[src/rtl/incidentiq_pkg.sv]
// rtl/incidentiq_pkg.sv - shared types, constants and saturating helpers
//
// Purpose : alarm FSM state encoding, event type codes, event record width
//           and signed saturating add/subtract used for release levels.
// Ports   : none (package).

package incidentiq_pkg;

  localparam int EVT_W = 34;

  typedef enum logic [2:0] {
    NORMAL     = 3'd0,
    HIGH_PEND  = 3'd1,
    HIGH_ALARM = 3'd2,
    LOW_PEND   = 3'd3,
    LOW_ALARM  = 3'd4
  } alarm_state_t;

  typedef enum logic [1:0] {
    EVT_NONE = 2'd0,
    HIGH_SET = 2'd1,
    LOW_SET  = 2'd2,
    CLEAR    = 2'd3
  } evt_type_t;

  // Clamp a 33-bit signed intermediate into the signed range of a w-bit word.
  function automatic logic signed [31:0] sat_to_w(input logic signed [32:0] s,
                                                   input int unsigned w);
    logic signed [32:0] max_v;
    logic signed [32:0] min_v;
    logic signed [32:0] r;
    max_v = (33'sd1 <<< (w - 1)) - 33'sd1;
    min_v = -(33'sd1 <<< (w - 1));
    r = s;
    if (s > max_v) begin
      r = max_v;
    end else if (s < min_v) begin
      r = min_v;
    end
    return r[31:0];
  endfunction

  function automatic logic signed [31:0] sat_add_s(input logic signed [31:0] a,
                                                    input logic signed [31:0] b,
                                                    input int unsigned w);
    logic signed [32:0] s;
    s = {a[31], a} + {b[31], b};
    return sat_to_w(s, w);
  endfunction

  function automatic logic signed [31:0] sat_sub_s(input logic signed [31:0] a,
                                                    input logic signed [31:0] b,
                                                    input int unsigned w);
    logic signed [32:0] s;
    s = {a[31], a} - {b[31], b};
    return sat_to_w(s, w);
  endfunction

endpackage

[src/rtl/temp_alarm_qualifier_if.sv]
// rtl/temp_alarm_qualifier_if.sv - alarm/clear event stream interface
//
// Purpose : valid/ready event stream from the qualifier to the incident logic.
// Signals : evt_valid (head entry present), evt_data {type, seq, temp},
//           evt_ready (consumer pops on evt_valid & evt_ready).
// Modports: master = event producer, slave = event consumer.

interface temp_alarm_qualifier_if;

  logic                             evt_valid;
  logic [incidentiq_pkg::EVT_W-1:0] evt_data;
  logic                             evt_ready;

  modport master (output evt_valid, output evt_data, input evt_ready);
  modport slave  (input evt_valid, input evt_data, output evt_ready);

endinterface

[src/rtl/evt_fifo.sv]
// rtl/evt_fifo.sv - first-word fall-through synchronous FIFO
//
// Purpose : event queue; head is visible whenever the FIFO is non-empty.
// Ports   : clk, reset_n (async, active-low), push/push_data, pop,
//           full, empty, head (zero while empty).
// A push while full is accepted only if a pop happens on the same cycle.

module evt_fifo #(
  parameter int W     = 34,
  parameter int DEPTH = 4
) (
  input  logic         clk,
  input  logic         reset_n,
  input  logic         push,
  input  logic [W-1:0] push_data,
  input  logic         pop,
  output logic         full,
  output logic         empty,
  output logic [W-1:0] head
);

  localparam int AW = $clog2(DEPTH);

  logic [W-1:0] mem_q [DEPTH];
  logic [AW:0]  wr_ptr_q, wr_ptr_d;
  logic [AW:0]  rd_ptr_q, rd_ptr_d;
  logic         pop_en;
  logic         push_en;

  // Extra pointer bit distinguishes full from empty when the indices match.
  assign empty   = (wr_ptr_q == rd_ptr_q);
  assign full    = (wr_ptr_q[AW] != rd_ptr_q[AW]) &&
                   (wr_ptr_q[AW-1:0] == rd_ptr_q[AW-1:0]);
  assign pop_en  = pop && !empty;
  assign push_en = push && (!full || pop_en);
  assign head    = empty ? '0 : mem_q[rd_ptr_q[AW-1:0]];

  always_comb begin
    wr_ptr_d = wr_ptr_q;
    rd_ptr_d = rd_ptr_q;
    if (push_en) wr_ptr_d = wr_ptr_q + 1'b1;
    if (pop_en)  rd_ptr_d = rd_ptr_q + 1'b1;
  end

  always_ff @(posedge clk or negedge reset_n) begin
    if (!reset_n) begin
      wr_ptr_q <= '0;
      rd_ptr_q <= '0;
    end else begin
      wr_ptr_q <= wr_ptr_d;
      rd_ptr_q <= rd_ptr_d;
    end
  end

  // Storage needs no reset: entries are only visible between the pointers.
  always_ff @(posedge clk) begin
    if (push_en) mem_q[wr_ptr_q[AW-1:0]] <= push_data;
  end

endmodule

[src/rtl/temp_alarm_qualifier.sv]
// rtl/temp_alarm_qualifier.sv - temperature alarm qualification with debounce/hysteresis
//
// Purpose : qualifies each raw sample against t_high/t_low, raises a
//           registered warning, queues timestamped alarm/clear events and
//           tracks min/max since the last stats clear.
// Ports   : clk, reset_n (async, active-low)
//           temp_valid/temp_code  sample strobe and signed sample
//           t_high/t_low/hyst     thresholds (signed) and hysteresis (unsigned)
//           stats_clr             resets min/max tracking
//           warning, alarm_state  alarm status
//           evt_if (master)       event stream {type, seq, temp}
//           drop_cnt              events lost to a full queue (saturating)
//           temp_min/temp_max     signed extremes since the last clear

module temp_alarm_qualifier
  import incidentiq_pkg::*;
#(
  parameter int DEBOUNCE  = 3,
  parameter int EVT_DEPTH = 4,
  parameter int TW        = 16
) (
  input  logic                 clk,
  input  logic                 reset_n,
  input  logic                 temp_valid,
  input  logic signed [TW-1:0] temp_code,
  input  logic signed [TW-1:0] t_high,
  input  logic signed [TW-1:0] t_low,
  input  logic        [TW-2:0] hyst,
  input  logic                 stats_clr,
  output logic                 warning,
  output logic [2:0]           alarm_state,
  temp_alarm_qualifier_if.master evt_if,
  output logic [7:0]           drop_cnt,
  output logic signed [TW-1:0] temp_min,
  output logic signed [TW-1:0] temp_max
);

  localparam logic signed [TW-1:0] T_MAX = {1'b0, {(TW-1){1'b1}}};
  localparam logic signed [TW-1:0] T_MIN = {1'b1, {(TW-1){1'b0}}};

  alarm_state_t        state_q, state_d;
  logic [3:0]          cnt_q, cnt_d;
  logic [15:0]         seq_q, seq_d;
  logic                warning_q, warning_d;
  logic [7:0]          drop_q, drop_d;
  logic signed [TW-1:0] min_q, min_d;
  logic signed [TW-1:0] max_q, max_d;

  logic                above, below;
  logic signed [31:0]  th_w, tl_w, hy_w;
  logic signed [TW-1:0] rel_hi, rel_lo;
  logic                push;
  evt_type_t           push_type;
  logic [EVT_W-1:0]    push_data;
  logic                fifo_full, fifo_empty, fifo_pop;

  // Release levels are computed wide and clamped so an extreme hysteresis
  // can never wrap around to the opposite end of the range.
  always_comb begin
    th_w   = 32'(t_high);
    tl_w   = 32'(t_low);
    hy_w   = 32'(hyst);
    rel_hi = TW'(sat_sub_s(th_w, hy_w, TW));
    rel_lo = TW'(sat_add_s(tl_w, hy_w, TW));
  end

  // With inverted thresholds a sample can be both; "above" wins.
  assign above = temp_code > t_high;
  assign below = (temp_code < t_low) && !above;

  always_comb begin
    state_d   = state_q;
    cnt_d     = cnt_q;
    push      = 1'b0;
    push_type = EVT_NONE;
    if (temp_valid) begin
      case (state_q)
        NORMAL: begin
          if (above) begin
            if (DEBOUNCE == 1) begin
              state_d   = HIGH_ALARM;
              push      = 1'b1;
              push_type = HIGH_SET;
            end else begin
              state_d = HIGH_PEND;
              cnt_d   = 4'd1;
            end
          end else if (below) begin
            if (DEBOUNCE == 1) begin
              state_d   = LOW_ALARM;
              push      = 1'b1;
              push_type = LOW_SET;
            end else begin
              state_d = LOW_PEND;
              cnt_d   = 4'd1;
            end
          end
        end
        HIGH_PEND: begin
          if (above) begin
            if (cnt_q + 4'd1 == 4'(DEBOUNCE)) begin
              state_d   = HIGH_ALARM;
              cnt_d     = 4'd0;
              push      = 1'b1;
              push_type = HIGH_SET;
            end else begin
              cnt_d = cnt_q + 4'd1;
            end
          end else begin
            state_d = NORMAL;
            cnt_d   = 4'd0;
          end
        end
        LOW_PEND: begin
          if (below) begin
            if (cnt_q + 4'd1 == 4'(DEBOUNCE)) begin
              state_d   = LOW_ALARM;
              cnt_d     = 4'd0;
              push      = 1'b1;
              push_type = LOW_SET;
            end else begin
              cnt_d = cnt_q + 4'd1;
            end
          end else begin
            state_d = NORMAL;
            cnt_d   = 4'd0;
          end
        end
        HIGH_ALARM: begin
          if (temp_code <= rel_hi) begin
            state_d   = NORMAL;
            push      = 1'b1;
            push_type = CLEAR;
          end
        end
        LOW_ALARM: begin
          // A jump straight into the high range clears first; high
          // qualification starts over from the following sample.
          if ((temp_code >= rel_lo) || above) begin
            state_d   = NORMAL;
            push      = 1'b1;
            push_type = CLEAR;
          end
        end
        default: begin
          state_d = NORMAL;
          cnt_d   = 4'd0;
        end
      endcase
    end
    warning_d = (state_d == HIGH_ALARM) || (state_d == LOW_ALARM);
  end

  // seq stamps the event with the sample count before this sample.
  always_comb begin
    seq_d     = temp_valid ? seq_q + 16'd1 : seq_q;
    push_data = EVT_W'({push_type, seq_q, temp_code});
  end

  always_comb begin
    min_d = min_q;
    max_d = max_q;
    if (stats_clr) begin
      min_d = T_MAX;
      max_d = T_MIN;
    end else if (temp_valid) begin
      if (temp_code < min_q) min_d = temp_code;
      if (temp_code > max_q) max_d = temp_code;
    end
  end

  assign fifo_pop = evt_if.evt_ready && !fifo_empty;

  always_comb begin
    drop_d = drop_q;
    if (push && fifo_full && !fifo_pop && (drop_q != 8'hFF)) begin
      drop_d = drop_q + 8'd1;
    end
  end

  always_ff @(posedge clk or negedge reset_n) begin
    if (!reset_n) begin
      state_q   <= NORMAL;
      cnt_q     <= 4'd0;
      seq_q     <= 16'd0;
      warning_q <= 1'b0;
      drop_q    <= 8'd0;
      min_q     <= T_MAX;
      max_q     <= T_MIN;
    end else begin
      state_q   <= state_d;
      cnt_q     <= cnt_d;
      seq_q     <= seq_d;
      warning_q <= warning_d;
      drop_q    <= drop_d;
      min_q     <= min_d;
      max_q     <= max_d;
    end
  end

  evt_fifo #(
    .W     (EVT_W),
    .DEPTH (EVT_DEPTH)
  ) u_evt_fifo (
    .clk       (clk),
    .reset_n   (reset_n),
    .push      (push),
    .push_data (push_data),
    .pop       (evt_if.evt_ready),
    .full      (fifo_full),
    .empty     (fifo_empty),
    .head      (evt_if.evt_data)
  );

  assign evt_if.evt_valid = !fifo_empty;
  assign warning          = warning_q;
  assign alarm_state      = state_q;
  assign drop_cnt         = drop_q;
  assign temp_min         = min_q;
  assign temp_max         = max_q;

endmodule

[src/flat_wrapper.sv]
// flat-port wrapper written by rule: the top's interface ports become plain ports
module temp_alarm_qualifier_flat import incidentiq_pkg::*;
#(
  parameter int DEBOUNCE  = 3,
  parameter int EVT_DEPTH = 4,
  parameter int TW        = 16
)
  (clk, reset_n, temp_valid, temp_code, t_high, t_low, hyst, stats_clr, warning, alarm_state, drop_cnt, temp_min, temp_max, evt_if_evt_valid, evt_if_evt_data, evt_if_evt_ready);
  temp_alarm_qualifier_if evt_if_i ();
  input  logic clk;
  input  logic reset_n;
  input  logic temp_valid;
  input  logic signed [TW-1:0] temp_code;
  input  logic signed [TW-1:0] t_high;
  input  logic signed [TW-1:0] t_low;
  input  logic        [TW-2:0] hyst;
  input  logic stats_clr;
  output logic warning;
  output logic [2:0] alarm_state;
  output logic [7:0] drop_cnt;
  output logic signed [TW-1:0] temp_min;
  output logic signed [TW-1:0] temp_max;
  output wire logic [$bits(evt_if_i.evt_valid)-1:0] evt_if_evt_valid;
  output wire logic [$bits(evt_if_i.evt_data)-1:0] evt_if_evt_data;
  input wire logic [$bits(evt_if_i.evt_ready)-1:0] evt_if_evt_ready;
  assign evt_if_evt_valid = evt_if_i.evt_valid;
  assign evt_if_evt_data = evt_if_i.evt_data;
  assign evt_if_i.evt_ready = evt_if_evt_ready;
  temp_alarm_qualifier #(.DEBOUNCE(DEBOUNCE), .EVT_DEPTH(EVT_DEPTH), .TW(TW)) u_core (.clk(clk), .reset_n(reset_n), .temp_valid(temp_valid), .temp_code(temp_code), .t_high(t_high), .t_low(t_low), .hyst(hyst), .stats_clr(stats_clr), .warning(warning), .alarm_state(alarm_state), .evt_if(evt_if_i), .drop_cnt(drop_cnt), .temp_min(temp_min), .temp_max(temp_max));
endmodule
[config.mk]
export PLATFORM = sky130hd
export DESIGN_NAME = temp_alarm_qualifier_flat
export DESIGN_NICKNAME = d
export VERILOG_FILES = /design/src/rtl/incidentiq_pkg.sv /design/src/rtl/temp_alarm_qualifier_if.sv /design/src/rtl/evt_fifo.sv /design/src/rtl/temp_alarm_qualifier.sv /design/src/flat_wrapper.sv
export SDC_FILE = /design/constraint.sdc
export NUM_CORES = 1
export LEC_CHECK = 0
export ABC_AREA = 1
export BUFFER_PORTS_ARGS = -buffer_cell sky130_fd_sc_hd__clkbuf_2
export CAP_MARGIN = 20
export CORE_AREA = 2 2 152 213
export CTS_BUF_LIST = sky130_fd_sc_hd__clkbuf_16
export CTS_CLUSTER_DIAMETER = 80
export CTS_CLUSTER_SIZE = 12
export DETAILED_ROUTE_END_ITERATION = 6
export DIE_AREA = 0 0 154 215
export HOLD_SLACK_MARGIN = 0.12
export SLEW_MARGIN = 20
export SYNTH_ARGS = -nofsm -noshare
export SYNTH_HDL_FRONTEND = slang
export SYNTH_SLANG_ARGS = --single-unit
export TNS_END_PERCENT = 50
[constraint.sdc]
create_clock -name clk -period 3.9 [get_ports clk]
set_clock_uncertainty 0.1 [all_clocks]
set_input_delay 0.585 -clock clk [delete_from_list [all_inputs] [get_ports clk]]
set_output_delay 0.585 -clock clk [all_outputs]
set_load 0.005 [all_outputs]
==> results.sh <==
export IMPL_outcome="finished, violations left"
export IMPL_violations="setup timing"
export IMPL_syn_inst=1502
export IMPL_clkSlewWorstSetupHoldPaths_ns=0.06
export IMPL_syn_num_nets=1705
export IMPL_min_from="evt_if_evt_ready"
export IMPL_synth_top_area_frac=0.3164
export IMPL_setup_viol=150
export IMPL_hold_path_end="u_core.u_evt_fifo.rd_ptr_q[2]"
export IMPL_r2r_start="u_core.cnt_q[1]"
export IMPL_die_h_um=215
export IMPL_synth_area_leaders="edfxtp_1 (32%), ha_1 (13%), dfrtp_1 (10%)"
export IMPL_numCtsBuffers=21
export IMPL_nNetsFinal=2038
export IMPL_row_count=77
export IMPL_wl_per_cell_um=16.37
export IMPL_cp_slowest_cell="fa_2"
export IMPL_portBuffers=146
export IMPL_place_worst_setup_slack_ns=-0.8359
export IMPL_wirelength_um=36760
export IMPL_syn_cell_area_um2=12910
export IMPL_die_area_um2=33110
export IMPL_antenna_found_initial=0
export IMPL_place_gp_congestion=0.9025
export IMPL_avgSynthCellArea_um2=8.593
export IMPL_root_buffer="clkbuf_16"
export IMPL_hold_viol_final=0
export IMPL_synth_flop_cell="edfxtp_1"
export IMPL_grt_pass1_vias=11320
export IMPL_post_route_drc_count=0
export IMPL_ys_ff_latch=206
export IMPL_diodes=0
export IMPL_vias_per_cell=5.078
export IMPL_path_max_fanout=7
export IMPL_synth_common_cells="nand2_1 (331), inv_1 (216), nor2_1 (140)"
export IMPL_r2r_slack_ns=1.14
export IMPL_cpLargestDelayFamily="simple AND/OR/NAND/NOR gates"
export IMPL_grt_pass1_wl_um=57080
export IMPL_arrival_ns=4.33
export IMPL_critPathKind="in -> reg"
export IMPL_maxSlewHeadroom=0.4935
export IMPL_path_buf_inv=6
export IMPL_drive_above_1_share=0.2778
export IMPL_timing_rr_end="u_core.u_evt_fifo.mem_q[0][8]"
export IMPL_p_per_area_nw_per_um2=467.7
export IMPL_required_ns=4.03
export IMPL_grt_usage=0.2152
export IMPL_synth_most_common_cell="nand2_1"
export IMPL_synth_area_leader_cell="edfxtp_1"
export IMPL_ys_seq_area_frac=0.4537
export IMPL_hold_slack_ns=0.2836
export IMPL_drv_cap=0
export IMPL_r2r_worst_path_cells=11
export IMPL_grt_overflow_total=0
export IMPL_finalMaxSlewViolations=0
export IMPL_syn2layout_area_growth_pct=31.41
export IMPL_yosysUniqueCellTypes=51
export IMPL_cts_tree="done"
export IMPL_drtIter0Drc=521
export IMPL_hold_depth=3
export IMPL_cp_common_cell="nand2_2"
export IMPL_worstSetupEndpointType="flop"
export IMPL_fp_dieW_um=154
export IMPL_io_pins=147
export IMPL_clk_latency_ns=0.51
export IMPL_clock_sinks=206
export IMPL_startpoint_type="input pin"
export IMPL_rsz0062_at_grt="true"
export IMPL_synth_edf_count=136
export IMPL_worst_slack_ns=-0.3013
export IMPL_fin_crit_ns=4.201
export IMPL_holdCritPathClass="in -> reg"
export IMPL_core_area_um2=31310
export IMPL_vias=11400
export IMPL_dr_pass1_iters=5
export IMPL_crit_path_max_incr_delay_ns=0.38
export IMPL_fin_crit_sh=1.077
export IMPL_grt_start_max_net_pins=70
export IMPL_p_leak_nw=8.373
export IMPL_async_flop_share=0.3398
export IMPL_ir_worst_vdd_v=0.0003207
export IMPL_ant_nets=0
export IMPL_fmax_mhz=238.0
export IMPL_dp_hpwl_um=25750
export IMPL_htree_levels=1
export IMPL_yosysWarnings=0
export IMPL_tightest_slew_ns=0.7597
export IMPL_clockBufferDepth=3
export IMPL_initial_core_util=0.4122
cell type report:
cell class                      instances  area, um^2
Clock buffer                           21       525.5
Clock inverter                         17       75.07
Fill cell                            2861       14350
Inverter                              219       834.6
Multi-Input combinational cell       1040        6623
Sequential cell                       206        5857
Tap cell                              395       494.2
Timing Repair Buffer                  347        2551
worst max-delay path by stage:
| stage | startpoint | endpoint | depth (start not counted) |
|---|---|---|---|
| after floorplan | t_high[0] | u_core.u_evt_fifo.mem_q[3][0] | 30 |
| after global placement | t_high[0] | u_core.u_evt_fifo.mem_q[3][7] | 29 |
| after detailed placement | t_high[0] | u_core.u_evt_fifo.mem_q[0][22] | 31 |
| after CTS | hyst[0] | u_core.u_evt_fifo.mem_q[0][17] | 35 |
| after global routing | hyst[0] | u_core.u_evt_fifo.mem_q[0][29] | 35 |
| final | t_high[0] | u_core.u_evt_fifo.mem_q[0][8] | 32 |
per-layer routing:
| metal | share of wire | GRT usage | vias to the layer above |
|---|---|---|---|
| met5 | 0 | 0 | - |
| met4 | 0.037 | 0.08006 | 0 |
| met3 | 0.038 | 0.02198 | 75 |
| met2 | 0.53 | 0.4084 | 255 |
| met1 | 0.39 | 0.2471 | 5398 |
| li1 | - | - | 5671 |
flip-flops by register name (all words and copies together) (netlist names):
name,count
u_core.drop_cnt,8
u_core.alarm_state,3
u_core.warning,1
u_core.cnt_q,4
u_core.u_evt_fifo.wr_ptr_q,3
u_core.u_evt_fifo.rd_ptr_q,3
u_core.temp_min,16
u_core.u_evt_fifo.mem_q,136
u_core.temp_max,16
u_core.seq_q,16
metrics by stage:
stage,instances,area [um^2],util,power [W],setup TNS (ns)
final,2245,16960,0.5417,0.007933,-34.71
after global routing,2245,16960,0.5417,0.008519,-73.03
after CTS,2225,16360,0.5224,0.007859,-13.53
after detailed placement,2158,15320,0.4892,0.005984,-120.28
after global placement,2158,15320,0.4892,0.005900,-108.61
after floorplan,1502,13030,-,0.004676,-84.68
power by group:
part           switching, W  internal, W
clock              0.000827     0.000977
sequential         0.000236      0.00257
combinational       0.00197      0.00136
cell usage in the layout (no fill, tap or decap), types with 53 or more instances in the layout:
master	instances
nand2_1	308
inv_1	224
buf_4	178
clkbuf_2	142
edfxtp_1	136
nor2_1	130
ha_1	121
o21ai_0	84
nand3_1	70
a21oi_1	64
dfrtp_1	53
kinds of logic after synthesis:
family          count (synthesis)  share of synthesized area
compound gates                237                     0.1013
xor+xnor                       49                    0.03325
fa+ha+maj                     135                     0.1320
buf+inv                       258                    0.07630
flops                         206                     0.4537
simple gates                  617                     0.2034
worst reg2reg max path, cell delays in order (launching register included):
cell and delay, ns:
dfrtp_1 0.42, ha_1 0.20, xor2_1 0.18, nor3b_2 0.38, inv_1 0.15, nor3_2 0.22, nand3_2 0.12, nand2_4 0.11
nand2_8 0.08, nor2_4 0.22, buf_12 0.16, buf_16 0.14
repair_timing:
action,CTS,global route
hold buffers,1,0
pin swaps,20,44
resized for setup,40,76
gates cloned,4,7
setup buffers,25,14
setup endpoints to repair,147,157
hold endpoints to repair,39,0
Power figures use the tool's default switching activity.
